===== src/rtl/dab_sequencer.sv =====
// Start-up / shutdown sequencer for a dual-active-bridge converter: qualifies the DC link,
// ramps the modulation targets in and out, and latches over-voltage faults.
module dab_sequencer #(
    parameter logic        [8:0]  STEP       = 9'd4,
    parameter logic signed [13:0] VMIN_START = 14'sd1000,
    parameter logic signed [13:0] VMAX       = 14'sd7000,
    parameter logic        [3:0]  QUAL       = 4'd8
) (
    input  logic               clk,
    input  logic               rst_n,
    input  logic               start,
    input  logic               stop,
    input  logic               fault_clr,
    input  logic               trigger,
    input  logic signed [13:0] Vdc1,
    input  logic signed [13:0] Vdc2,
    input  logic signed [8:0]  tau1_in,
    input  logic signed [8:0]  tau2_in,
    input  logic signed [8:0]  phi_in,
    output logic signed [8:0]  tau1_out,
    output logic signed [8:0]  tau2_out,
    output logic signed [8:0]  phi_out,
    output logic               gate_en,
    output logic [2:0]         state,
    output logic               fault
);

    typedef enum logic [2:0] {
        StIdle     = 3'd0,
        StWaitDc   = 3'd1,
        StRamp     = 3'd2,
        StRun      = 3'd3,
        StRampDown = 3'd4,
        StFault    = 3'd5
    } state_t;

    state_t     state_q;
    logic [3:0] cnt_q;

    // Move cur toward tgt by at most STEP; 10-bit difference cannot overflow or overshoot.
    function automatic logic signed [8:0] step_to(input logic signed [8:0] cur,
                                                  input logic signed [8:0] tgt);
        logic signed [9:0] diff;
        logic signed [9:0] stp;
        stp  = $signed({1'b0, STEP});
        diff = $signed({tgt[8], tgt}) - $signed({cur[8], cur});
        if (diff > stp) begin
            step_to = cur + STEP;
        end else if (diff < -stp) begin
            step_to = cur - STEP;
        end else begin
            step_to = tgt;
        end
    endfunction

    logic signed [8:0] up_tau1, up_tau2, up_phi;
    logic signed [8:0] dn_tau1, dn_tau2, dn_phi;
    logic              ov, ramp_done, outs_zero, vdc_ok;

    assign up_tau1   = step_to(tau1_out, tau1_in);
    assign up_tau2   = step_to(tau2_out, tau2_in);
    assign up_phi    = step_to(phi_out, phi_in);
    assign dn_tau1   = step_to(tau1_out, 9'sd0);
    assign dn_tau2   = step_to(tau2_out, 9'sd0);
    assign dn_phi    = step_to(phi_out, 9'sd0);
    assign ov        = (Vdc1 > VMAX) || (Vdc2 > VMAX);
    assign vdc_ok    = (Vdc1 >= VMIN_START);
    assign ramp_done = (up_tau1 == tau1_in) && (up_tau2 == tau2_in) && (up_phi == phi_in);
    assign outs_zero = (tau1_out == 9'sd0) && (tau2_out == 9'sd0) && (phi_out == 9'sd0);
    assign state     = state_q;

    always_ff @(posedge clk or negedge rst_n) begin
        if (!rst_n) begin
            state_q  <= StIdle;
            cnt_q    <= 4'd0;
            tau1_out <= 9'sd0;
            tau2_out <= 9'sd0;
            phi_out  <= 9'sd0;
            gate_en  <= 1'b0;
            fault    <= 1'b0;
        end else if (ov && state_q != StIdle) begin
            state_q  <= StFault;
            cnt_q    <= 4'd0;
            tau1_out <= 9'sd0;
            tau2_out <= 9'sd0;
            phi_out  <= 9'sd0;
            gate_en  <= 1'b0;
            fault    <= 1'b1;
        end else begin
            case (state_q)
                StIdle: begin
                    // Over-voltage outranks start even though it cannot trip from here.
                    if (start && !stop && !ov) begin
                        state_q <= StWaitDc;
                        cnt_q   <= 4'd0;
                    end
                end
                StWaitDc: begin
                    if (stop) begin
                        state_q <= StIdle;
                        cnt_q   <= 4'd0;
                    end else if (trigger) begin
                        if (!vdc_ok) begin
                            cnt_q <= 4'd0;
                        end else if (cnt_q == QUAL - 4'd1) begin
                            state_q <= StRamp;
                            cnt_q   <= 4'd0;
                            gate_en <= 1'b1;
                        end else begin
                            cnt_q <= cnt_q + 4'd1;
                        end
                    end
                end
                StRamp: begin
                    if (stop) begin
                        state_q <= StRampDown;
                    end else if (trigger) begin
                        tau1_out <= up_tau1;
                        tau2_out <= up_tau2;
                        phi_out  <= up_phi;
                        if (ramp_done) state_q <= StRun;
                    end
                end
                StRun: begin
                    if (stop) begin
                        state_q <= StRampDown;
                    end else if (trigger) begin
                        tau1_out <= tau1_in;
                        tau2_out <= tau2_in;
                        phi_out  <= phi_in;
                    end
                end
                StRampDown: begin
                    if (outs_zero) begin
                        state_q <= StIdle;
                        gate_en <= 1'b0;
                    end else if (trigger) begin
                        tau1_out <= dn_tau1;
                        tau2_out <= dn_tau2;
                        phi_out  <= dn_phi;
                    end
                end
                StFault: begin
                    if (fault_clr) begin
                        state_q <= StIdle;
                        fault   <= 1'b0;
                    end
                end
                default: begin
                    state_q  <= StIdle;
                    tau1_out <= 9'sd0;
                    tau2_out <= 9'sd0;
                    phi_out  <= 9'sd0;
                    gate_en  <= 1'b0;
                end
            endcase
        end
    end

endmodule


===== config.mk =====
export PLATFORM = sky130hd
export DESIGN_NAME = dab_sequencer
export DESIGN_NICKNAME = d
export VERILOG_FILES = /design/src/rtl/dab_sequencer.sv
export SDC_FILE = /design/constraint.sdc
export NUM_CORES = 1
export LEC_CHECK = 0
export ABC_CLOCK_PERIOD_IN_PS = 6600
export CAP_MARGIN = 20
export CORE_AREA = 2 2 133 135
export DETAILED_ROUTE_END_ITERATION = 7
export DIE_AREA = 0 0 135 137
export PLACE_DENSITY = 0.65
export SYNTH_ARGS = -nofsm -noshare
export SYNTH_HDL_FRONTEND = slang
export SYNTH_SLANG_ARGS = --single-unit

===== constraint.sdc =====
create_clock -name clk -period 6.6 [get_ports clk]
set_input_delay 1.32 -clock clk [delete_from_list [all_inputs] [get_ports clk]]
set_output_delay 1.32 -clock clk [all_outputs]
set_load 0.01 [all_outputs]

# Word-level counts from Yosys, hierarchy flattened
# Cells that the tools add are included.
word_totals:
  inputBits: 61
  output_inout_bits: 32
  ff_bits: 36
  elab_cells: 156
classes:
  reduce_logical: 25
  addsub: 13
  mux: 66
  eq_ne: 30
  order_cmp: 15
ops:
  columns: ["op", "count"]
  rows:
  - ["two-way mux 9 bit", 33]
  - ["one-hot mux 9 bit (4 select lines)", 3]
  - ["> comparator 10 x 4 -> 1 bit, second input constant", 6]
  - ["< comparator 10 x 3 -> 1 bit, second input constant", 6]
  - ["inequality test 3 bit, second input constant", 14]
  - ["two-way mux 3 bit", 12]
  - ["subtractor 1 x 9 -> 10 bit, first input constant", 3]
  - ["subtractor 9 x 9 -> 10 bit", 3]
  - ["> comparator 14 bit, second input constant", 2]
  - ["adder 9 x 3 -> 9 bit, second input constant", 3]
  - ["equality test 9 bit", 3]
  - ["zero test 9 bit", 3]
  - ["subtractor 9 x 3 -> 9 bit, second input constant", 3]
  - ["two-way mux 4 bit", 6]
  - ["inequality test 4 bit, second input constant", 5]
  - ["one-hot mux 3 bit (6 select lines)", 1]
  - ["greater-or-equal comparator 14 x 11 -> 1 bit, second input constant", 1]
  - ["two-way mux 1 bit", 9]
  - ["AND reduction 9 bit", 1]
  - ["one-hot mux 4 bit (2 select lines)", 1]
  - ["logical AND 1 bit", 7]
  - ["AND reduction 7 bit", 1]
  - ["equality test 3 x 2 -> 1 bit, second input constant", 2]
  - ["equality test 3 bit, second input constant", 2]
  - ["other kinds (15)", 19]

# Logic depth before layout (Yosys ltp)
# Gate-level depths: netlist of run 1.
depth:
  depth_word: 12
  depth_mapped: 16
  ltp_nobuf: 15

# Worst setup path after synthesis of run 1
# Ideal clock, no wire load.
synth_path:
  kind: "input port to flip-flop"
  startpoint: "input port tau1_in[0]"
  endpoint: "register state_q[0] (netlist: state[0])"
  n_path_buf: 1
  setup_ns: 0.124
  setup_slack_ns: 2.396
  stages: 14
  t_required_ns: 6.476
  t_arrival_ns: 4.080
  cell_sequence: "inv_1 > ha_1 > fa_1 > nand2b_1 > a211oi_1 > o21a_1 > o211ai_1 > a2111o_1 > and2_4 > buf_6 > a22oi_1 > a21oi_1 > and4_1 > a211o_1"
synth_via:
  elab_chain_len: 9
  elab_cells_between_ends: 10
  classes_between: "1 x add/sub; 2 x order compare; 2 x eq/ne; 2 x mux; 3 x reduce/logical"
synth_rtl:
  columns: ["item", "line_no", "source"]
  rows:
  - ["from (decl)", "17", "input logic signed [8:0] tau1_in,"]
  - ["subtractor 9 x 9 -> 10 bit", "46", "diff = $signed({tgt[8], tgt}) - $signed({cur[8], cur});"]
  - ["< comparator 10 x 3 -> 1 bit", "49", "end else if (diff < -stp) begin"]
  - ["two-way mux 9 bit", "49", null]
  - ["two-way mux 9 bit", "47", "if (diff > stp) begin"]
  - ["equality test 9 bit *", "68", "assign ramp_done = (up_tau1 == tau1_in) && (up_tau2 == tau2_in) && (up_phi == phi_in);"]
  - ["logical AND 1 bit * (2 in a row)", "68", null]
  - ["inequality test 4 bit (no line) *", null, null]
  - ["AND reduction 9 bit (no line) *", null, null]
  - ["to (signal assigned)", "74", "state_q <= StIdle;"]
  - ["to (signal assigned)", "82", "state_q <= StFault;"]
  - ["to (signal assigned)", "94", "state_q <= StWaitDc;"]
  - ["to (decl)", "37", "state_t state_q;"]
# Mark *: on every way between the ends. The rest lies on a longest branch, timed or not.
# A chain may end at the register's enable or synchronous reset.

# Final worst setup path of run 1
layout_path:
  startpoint: "input port Vdc1[3]"
  endpoint: "register tau2_out[4]"
layout_via:
  elab_chain_len: 5
  elab_cells_between_ends: 12
  classes_between: "1 x order compare; 7 x eq/ne; 1 x mux; 3 x reduce/logical"
layout_rtl:
  columns: ["item", "line_no", "source"]
  rows:
  - ["from (decl)", "15", "input logic signed [13:0] Vdc1,"]
  - ["> comparator 14 bit *", "66", "assign ov = (Vdc1 > VMAX) || (Vdc2 > VMAX);"]
  - ["logical OR 1 bit *", "66", null]
  - ["logical AND 1 bit *", "81", "end else if (ov && state_q != StIdle) begin"]
  - ["inequality test 3 bit (no line) or inequality test 2 x 1 -> 1 bit (tied branches)", null, null]
  - ["AND reduction 7 bit (no line)", null, null]
  - ["to (signal assigned)", "119", "tau2_out <= up_tau2;"]
  - ["to (signal assigned)", "129", "tau2_out <= tau2_in;"]
  - ["to (signal assigned)", "139", "tau2_out <= dn_tau2;"]
  - ["to (decl)", "21", "output logic signed [8:0] tau2_out,"]
# Marks and branches as above.

==> results by group, run 1 <==
Status
  – Status: completed

Worst setup path
  – Crit-path max cell delay: 0.81 ns
  – Critical-path top delay cell: a2111oi_0
  – Worst Path Max Fanout: 22
  – Crit path launch type: primary input
  – Req. time, crit path: 6.77 ns
  – Data arrival, critical path: 5.07 ns
  – Critical path's most frequent cell: o311ai_0
  – CP endpoint kind: register
  – Worst path cell trace: clkdlybuf4s50_1 > o311ai_0 > a2111oi_0 > a2111o_1 > o22ai_2 > buf_8 > nor2_1 > nand2_1 > a21oi_1 > o21ai_0 > o311ai_0
  – CP Class: in -> reg

Power
  – NetSw: 2.04 mW
  – Reg power frac: 10.9%
  – Worst vdd ir: 0.405 mV
  – Pwr/cell area: 517 nW/um^2
  – Power share of the combinational group: 81.5%
  – Total chip power: 3.86 mW
  – Clk pwr share: 7.6%
  – Leakage power: 2.85 nW
  – Sw frac: 52.8%
  – Internal power: 1.82 mW

Route
  – Router iterations before antenna repair: 6
  – Drt wl/cell: 17.5 um
  – Drt first-iter violations: 602
  – DRC viols: 0
  – Total vias in the final route: 6,780
  – Vias per cell: 5.96
  – DRT antenna net count: 0
  – Total Wirelength: 19,900 um

Final layout
  – Nets: 1,012
  – Area grow syn2layout: 20.2%
  – Fillers: 1,756
  – Fraction of layout cells with a size suffix above 1: 4.93%
  – Ant. Diodes: 0

Floorplan
  – Die area: 18,500 um^2
  – Die Height: 137 um
  – Core box area: 17,100 um^2
  – Starting density of the core: 36.4%
  – Ports: 93
  – Die Span X: 135 um
  – Placement Rows: 48

Synthesis
  – Cell taking the most area after synthesis: dfrtp_1
  – Post-synthesis cell count: 850
  – Ys flop type: dfrtp_1
  – Seq/Total Area, Yosys: 14.5%
  – Cell variety after synth: 87
  – Area contributors post-synth: dfrtp_1, ha_1, xnor2_1, a21oi_1, nand2_1
  – #FFs+latches synth: 36
  – Synth warnings: 0
  – Cell Area, Synth: 6220 um^2
  – Syn avg cell area: 7.31 um^2
  – Asr flop ratio synth: 100%
  – Yosys top cell area share: 14.5%
  – Commonest cells in the netlist: nand2_1, nor2_1, a21oi_1
  – Post-synth EDFFs: 0
  – Syn nets: 951
  – Most common cell in the netlist: nand2_1

Global route
  – Tot GR Track Use: 21.4%
  – Largest net degree at the start of global routing: 37
  – Vias in the first global route: 6,371
  – First-pass GRT wire length: 32,500 um
  – Initial antenna violation count: 0
  – Remaining Overflow, GRT: 0

Clock network
  – Hold_buf cts: 0
  – CTS tree: yes
  – CTS root buffer: clkbuf_16
  – Postcts setup bufs: 0
  – Longest Clk Path Bufs: 2
  – Clk Latency, worst-skew pair: 0.28 ns
  – # clock sinks: 36
  – Clock-pin slew on the worst setup and hold paths: 0.06 ns
  – CTS Buf Count: 5
  – CTS H-Tree Depth: 2
  – CTS resizes: 0

Timing
  – Final worst path period share: 74.3%
  – RSZ-0062 raised after global routing: false
  – Fin crit period: 4.91 ns
  – Final setup fails: 0
  – Slew Viols, Final: 0
  – Setup TNS: 0 ns
  – Normalized max-slew margin: 29.1%
  – Fmax: 204 MHz
  – Clk_skew: 0.00885 ns
  – Worst slew pin tran: 1.06 ns
  – Endpoints failing hold: 0

Run
  – Number of max-cap violations: 0

Placement
  – Number of I/O port buffers: 92
  – Hpwl dp: 15,300 um
  – Routability cong.: 0.927

Hold path
  – Hold Path Class: reg -> reg
-- critical path, delay by kind of cell --
family / cells / cell delay, ns
compound gates: 7 / 2.11
simple gates: 2 / 0.93
buf+inv: 2 / 0.70
-- logic make-up (layout without fill, tap and decap cells) --
logic type      after synthesis  after routing  synth area share [%]
mux                          24             24                  3.95
fa+ha+maj                    40             40                  8.41
simple gates                299            299                  24.5
xor+xnor                     74             74                  10.4
flops                        36             36                  14.5
buf+inv                      90            152                  5.74
compound gates              287            287                  32.5
-- sequential cells by signal (all words and copies together) (netlist names) --
register,count
tau2_out,9
cnt_q,4
state,3
fault,1
tau1_out,9
gate_en,1
phi_out,9
-- metrics by stage --
stage | cells | utilization [%] | cell area, um^2 | hold slack (ns) | setup WS [ns]
after CTS | 1136 | 43.7 | 7450 | 0.523 | 1.56
after global placement | 1128 | 42.6 | 7270 | 0.495 | 1.35
after detailed placement | 1128 | 42.6 | 7270 | 0.514 | 1.25
after floorplan | 850 | - | 6220 | 0.475 | 2.40
after global routing | 1137 | 43.8 | 7470 | 0.530 | 1.39
final | 1137 | 43.8 | 7470 | 0.520 | 1.69
-- final cells by class --
class	count	area (um^2)	share of cell area, %
clock buffers	7	153	2.04
multi-input cells	724	4970	66.5
clock inverters	1	30.0	0.402
well taps	225	282	3.77
repair buffers	96	953	12.8
flip-flops and latches	36	901	12.1
inverters	48	180	2.41
-- power groups by stage --
stage          sequential (mW)  combinational, mW  clock [mW]
3_3_place_gp             0.421               3.06           0
5_1_grt                  0.434               3.49       0.306
2_1_floorplan            0.333               2.48           0
4_1_cts                  0.417               3.10       0.297
3_5_place_dp             0.421               3.07           0
6_report                 0.421               3.15       0.292
-- layout by cell type, fill, tap and decap left out, drive strengths merged, types with 8 or more instances in the layout --
master          n
nor2           62
nor3           34
nor2b          17
dfrtp          36
nand4           9
xnor2          48
clkdlybuf4s50  91
o22ai          15
nor4            8
ha             37
o211ai         12
nand2b         19
inv            46
mux2i          20
a31oi          13
xor2           26
nand3          37
a22o           15
nand2          71
a21oi          61
a211oi         12
o31ai          11
o21ai          53
-- layer usage --
| metal | vias to the layer above | global-route usage (%) | share of wire, % |
|---|---|---|---|
| met5 | - | 0 | 0 |
| li1 | 3325 | - | - |
| met4 | 0 | 4.46 | 1.4 |
| met2 | 234 | 36.1 | 46 |
| met3 | 29 | 3.22 | 6.2 |
| met1 | 3192 | 29.2 | 46 |
-- final timing paths --
kind	slack [ns]	cells past startpoint	to	from
max	1.69	11	tau2_out[4]	Vdc1[3]
min	0.52	1	cnt_q[0]	cnt_q[0]
max reg2reg	1.93	16	phi_out[5]	tau2_out[2]
min reg2reg	0.52	1	cnt_q[0]	cnt_q[0]
max in group asynchronous	4.90	1	tau2_out[6]	rst_n
min in group asynchronous	1.15	1	tau1_out[6]	rst_n
(Power assumes the default switching activity.)
==> run 2, diff against run 1 <==
--- a/config.mk
+++ b/config.mk
@@ -5,7 +5,7 @@
 export SDC_FILE = /design/constraint.sdc
 export NUM_CORES = 1
 export LEC_CHECK = 0
-export ABC_CLOCK_PERIOD_IN_PS = 6600
+export ABC_CLOCK_PERIOD_IN_PS = 5000
 export CAP_MARGIN = 20
 export CORE_AREA = 2 2 133 135
 export DETAILED_ROUTE_END_ITERATION = 7
==> constraint.sdc (replaced) <==
create_clock -name clk -period 5 [get_ports clk]
set_input_delay 1 -clock clk [delete_from_list [all_inputs] [get_ports clk]]
set_output_delay 1 -clock clk [all_outputs]
set_load 0.01 [all_outputs]
==> run 2 against run 1 <==
Wire length grew 1.5%. Critical path depth increased by 2. Power grew 34%. First-iteration DRC count is 1.7% lower. Clock power grew 12%.
==> results by group, run 2 (same netlist as run 1, synthesis figures left out) <==
Global route
  – Initial antenna violation count: 0
  – First-pass GRT wire length: 32,700 um
  – Largest net degree at the start of global routing: 37
  – Vias in the first global route: 6,470
  – Tot GR Track Use: 21.5%
  – Remaining Overflow, GRT: 0

Final layout
  – Final Util: 44.1%
  – Commonest non-fill, non-tap cell in the layout: clkdlybuf4s50_1
  – Fraction of layout cells with a size suffix above 1: 6.17%
  – Ant. Diodes: 0
  – Area grow syn2layout: 21.0%
  – Most frequent cells in the layout: clkdlybuf4s50_1, nand2_1, nor2_1
  – Largest registers: phi_out x9, tau1_out x9, tau2_out x9
  – Nets: 1,024

Worst setup path
  – Critical path's most frequent cell: a211oi_1
  – Crit Reg-Reg Startpoint: phi_out[2]
  – Top delay family on crit path: compound AO/OA/AOI/OAI gates
  – Critical-path top delay cell: clkdlybuf4s50_1
  – Data arrival, critical path: 4.65 ns
  – Worst path cell trace: clkdlybuf4s50_1 > inv_1 > ha_1 > fa_1 > nand2b_1 > a211oi_2 > nor2_1 > a311oi_1 > a31oi_1 > buf_4 > a211oi_1 > a211oi_1 > o311ai_0
  – Reg-to-reg setup timing slack: 0.93 ns
  – Crit-path max cell delay: 0.51 ns
  – Worst Path Max Fanout: 8
  – Req. time, crit path: 5.16 ns
  – Worst R2R Path Depth: 16
  – Buffers and inverters on the worst path: 3
  – FF-to-FF End: tau2_out[4]
  – Critical Path Start: phi_in[0]
  – CP Class: in -> reg
  – Crit path launch type: primary input
  – CP endpoint kind: register

Timing
  – Final worst path period share: 89.8%
  – Setup TNS: 0 ns
  – Final setup fails: 0
  – Clk_skew: 0.0139 ns
  – Fmax: 223 MHz
  – Slew Viols, Final: 0
  – Worst slew pin tran: 0.934 ns
  – RSZ-0062 raised after global routing: false
  – Normalized max-slew margin: 37.5%
  – Endpoints failing hold: 0
  – Fin crit period: 4.49 ns

Hold path
  – Hold Path Class: reg -> reg
  – Hold Crit Depth: 1
  – Hold Path Sink: cnt_q[0]
  – Hold Path Origin: cnt_q[0]

Floorplan
  – Die area: 18,500 um^2
  – Core box area: 17,100 um^2
  – Starting density of the core: 36.4%
  – Die Span X: 135 um
  – Placement Rows: 48
  – Die Height: 137 um
  – Ports: 93

Clock network
  – Clk Latency, worst-skew pair: 0.29 ns
  – CTS resizes: 0
  – Hold_buf cts: 0
  – Clock-pin slew on the worst setup and hold paths: 0.07 ns
  – Longest Clk Path Bufs: 2
  – Postcts setup bufs: 0
  – CTS H-Tree Depth: 2
  – # clock sinks: 36
  – CTS Buf Count: 5
  – CTS tree: yes
  – CTS root buffer: clkbuf_16

Run
  – Number of max-cap violations: 0

Power
  – Clk pwr share: 6.3%
  – Pwr/cell area: 686 nW/um^2
  – Leakage power: 2.88 nW
  – Total chip power: 5.16 mW
  – Internal power: 2.40 mW
  – Reg power frac: 10.5%
  – NetSw: 2.75 mW
  – Power share of the combinational group: 83.1%
  – Sw frac: 53.4%
  – Worst vdd ir: 0.378 mV

Route
  – DRT antenna net count: 0
  – Drt first-iter violations: 592
  – DRC viols: 0
  – Router iterations before antenna repair: 8
  – Total Wirelength: 20,200 um
  – Vias per cell: 6.06
  – Total vias in the final route: 6,960
  – Drt wl/cell: 17.6 um

Status
  – Status: completed

Placement
  – Routability cong.: 0.913
  – Hpwl dp: 15,600 um
  – Number of I/O port buffers: 92
## run 2: worst register-to-register path: stages, from the launching register on
cell	delay (ns)
dfrtp_1	0.45
inv_1	0.16
ha_1	0.31
nand2b_1	0.20
nor4_1	0.56
and2_1	0.22
ha_1	0.26
nand3_1	0.16
a21oi_1	0.17
o21ai_0	0.10
o22ai_2	0.51
nor2_1	0.14
buf_4	0.21
nand2_1	0.13
nor2b_1	0.06
o21ai_0	0.13
o311ai_0	0.15
## run 2: how the worst max path moves through the flow
stage / to / slack, ns / cells past startpoint
after CTS: state[0] / 0.51 / 14
after floorplan: state[0] / 1.12 / 14
after global routing: phi_out[5] / 0.15 / 13
after global placement: phi_out[8] / 0.35 / 13
after detailed placement: phi_out[5] / 0.25 / 13
final: phi_out[5] / 0.51 / 13
## run 2: cell type report
cell class              count  area (um^2)
clock buffers               5          125
inverters                  48          180
clock inverters             3         23.8
fillers                  1765         9540
repair buffers            108         1040
multi-input cells         724         4970
well taps                 225          282
flip-flops and latches     36          901
## run 2: through the flow
stage	instances	cell area, um^2	hold slack (ns)	setup slack, ns
3_3_place_gp	1141	7370	0.494	0.354
3_5_place_dp	1141	7370	0.507	0.253
6_report	1149	7520	0.527	0.508
4_1_cts	1149	7520	0.523	0.509
5_1_grt	1149	7520	0.554	0.151
2_1_floorplan	850	6220	0.475	1.12
## run 2: routing by layer
layer  up-vias  GRT usage (%)  part of all wire (%)
met5         -              0                     0
met4         0           4.28                   1.4
met3        28           3.37                   6.3
met2       269           36.0                    46
met1      3320           29.2                    46
li1       3343              -                     -
## run 2: power by group through the flow
| stage | Sequential (mW) | Combinational (mW) | Clock [mW] |
|---|---|---|---|
| floorplan | 0.440 | 3.27 | 0 |
| global placement | 0.543 | 4.16 | 0 |
| detailed placement | 0.540 | 4.19 | 0 |
| CTS | 0.536 | 4.22 | 0.330 |
| global route | 0.557 | 4.70 | 0.348 |
| finish | 0.543 | 4.29 | 0.327 |
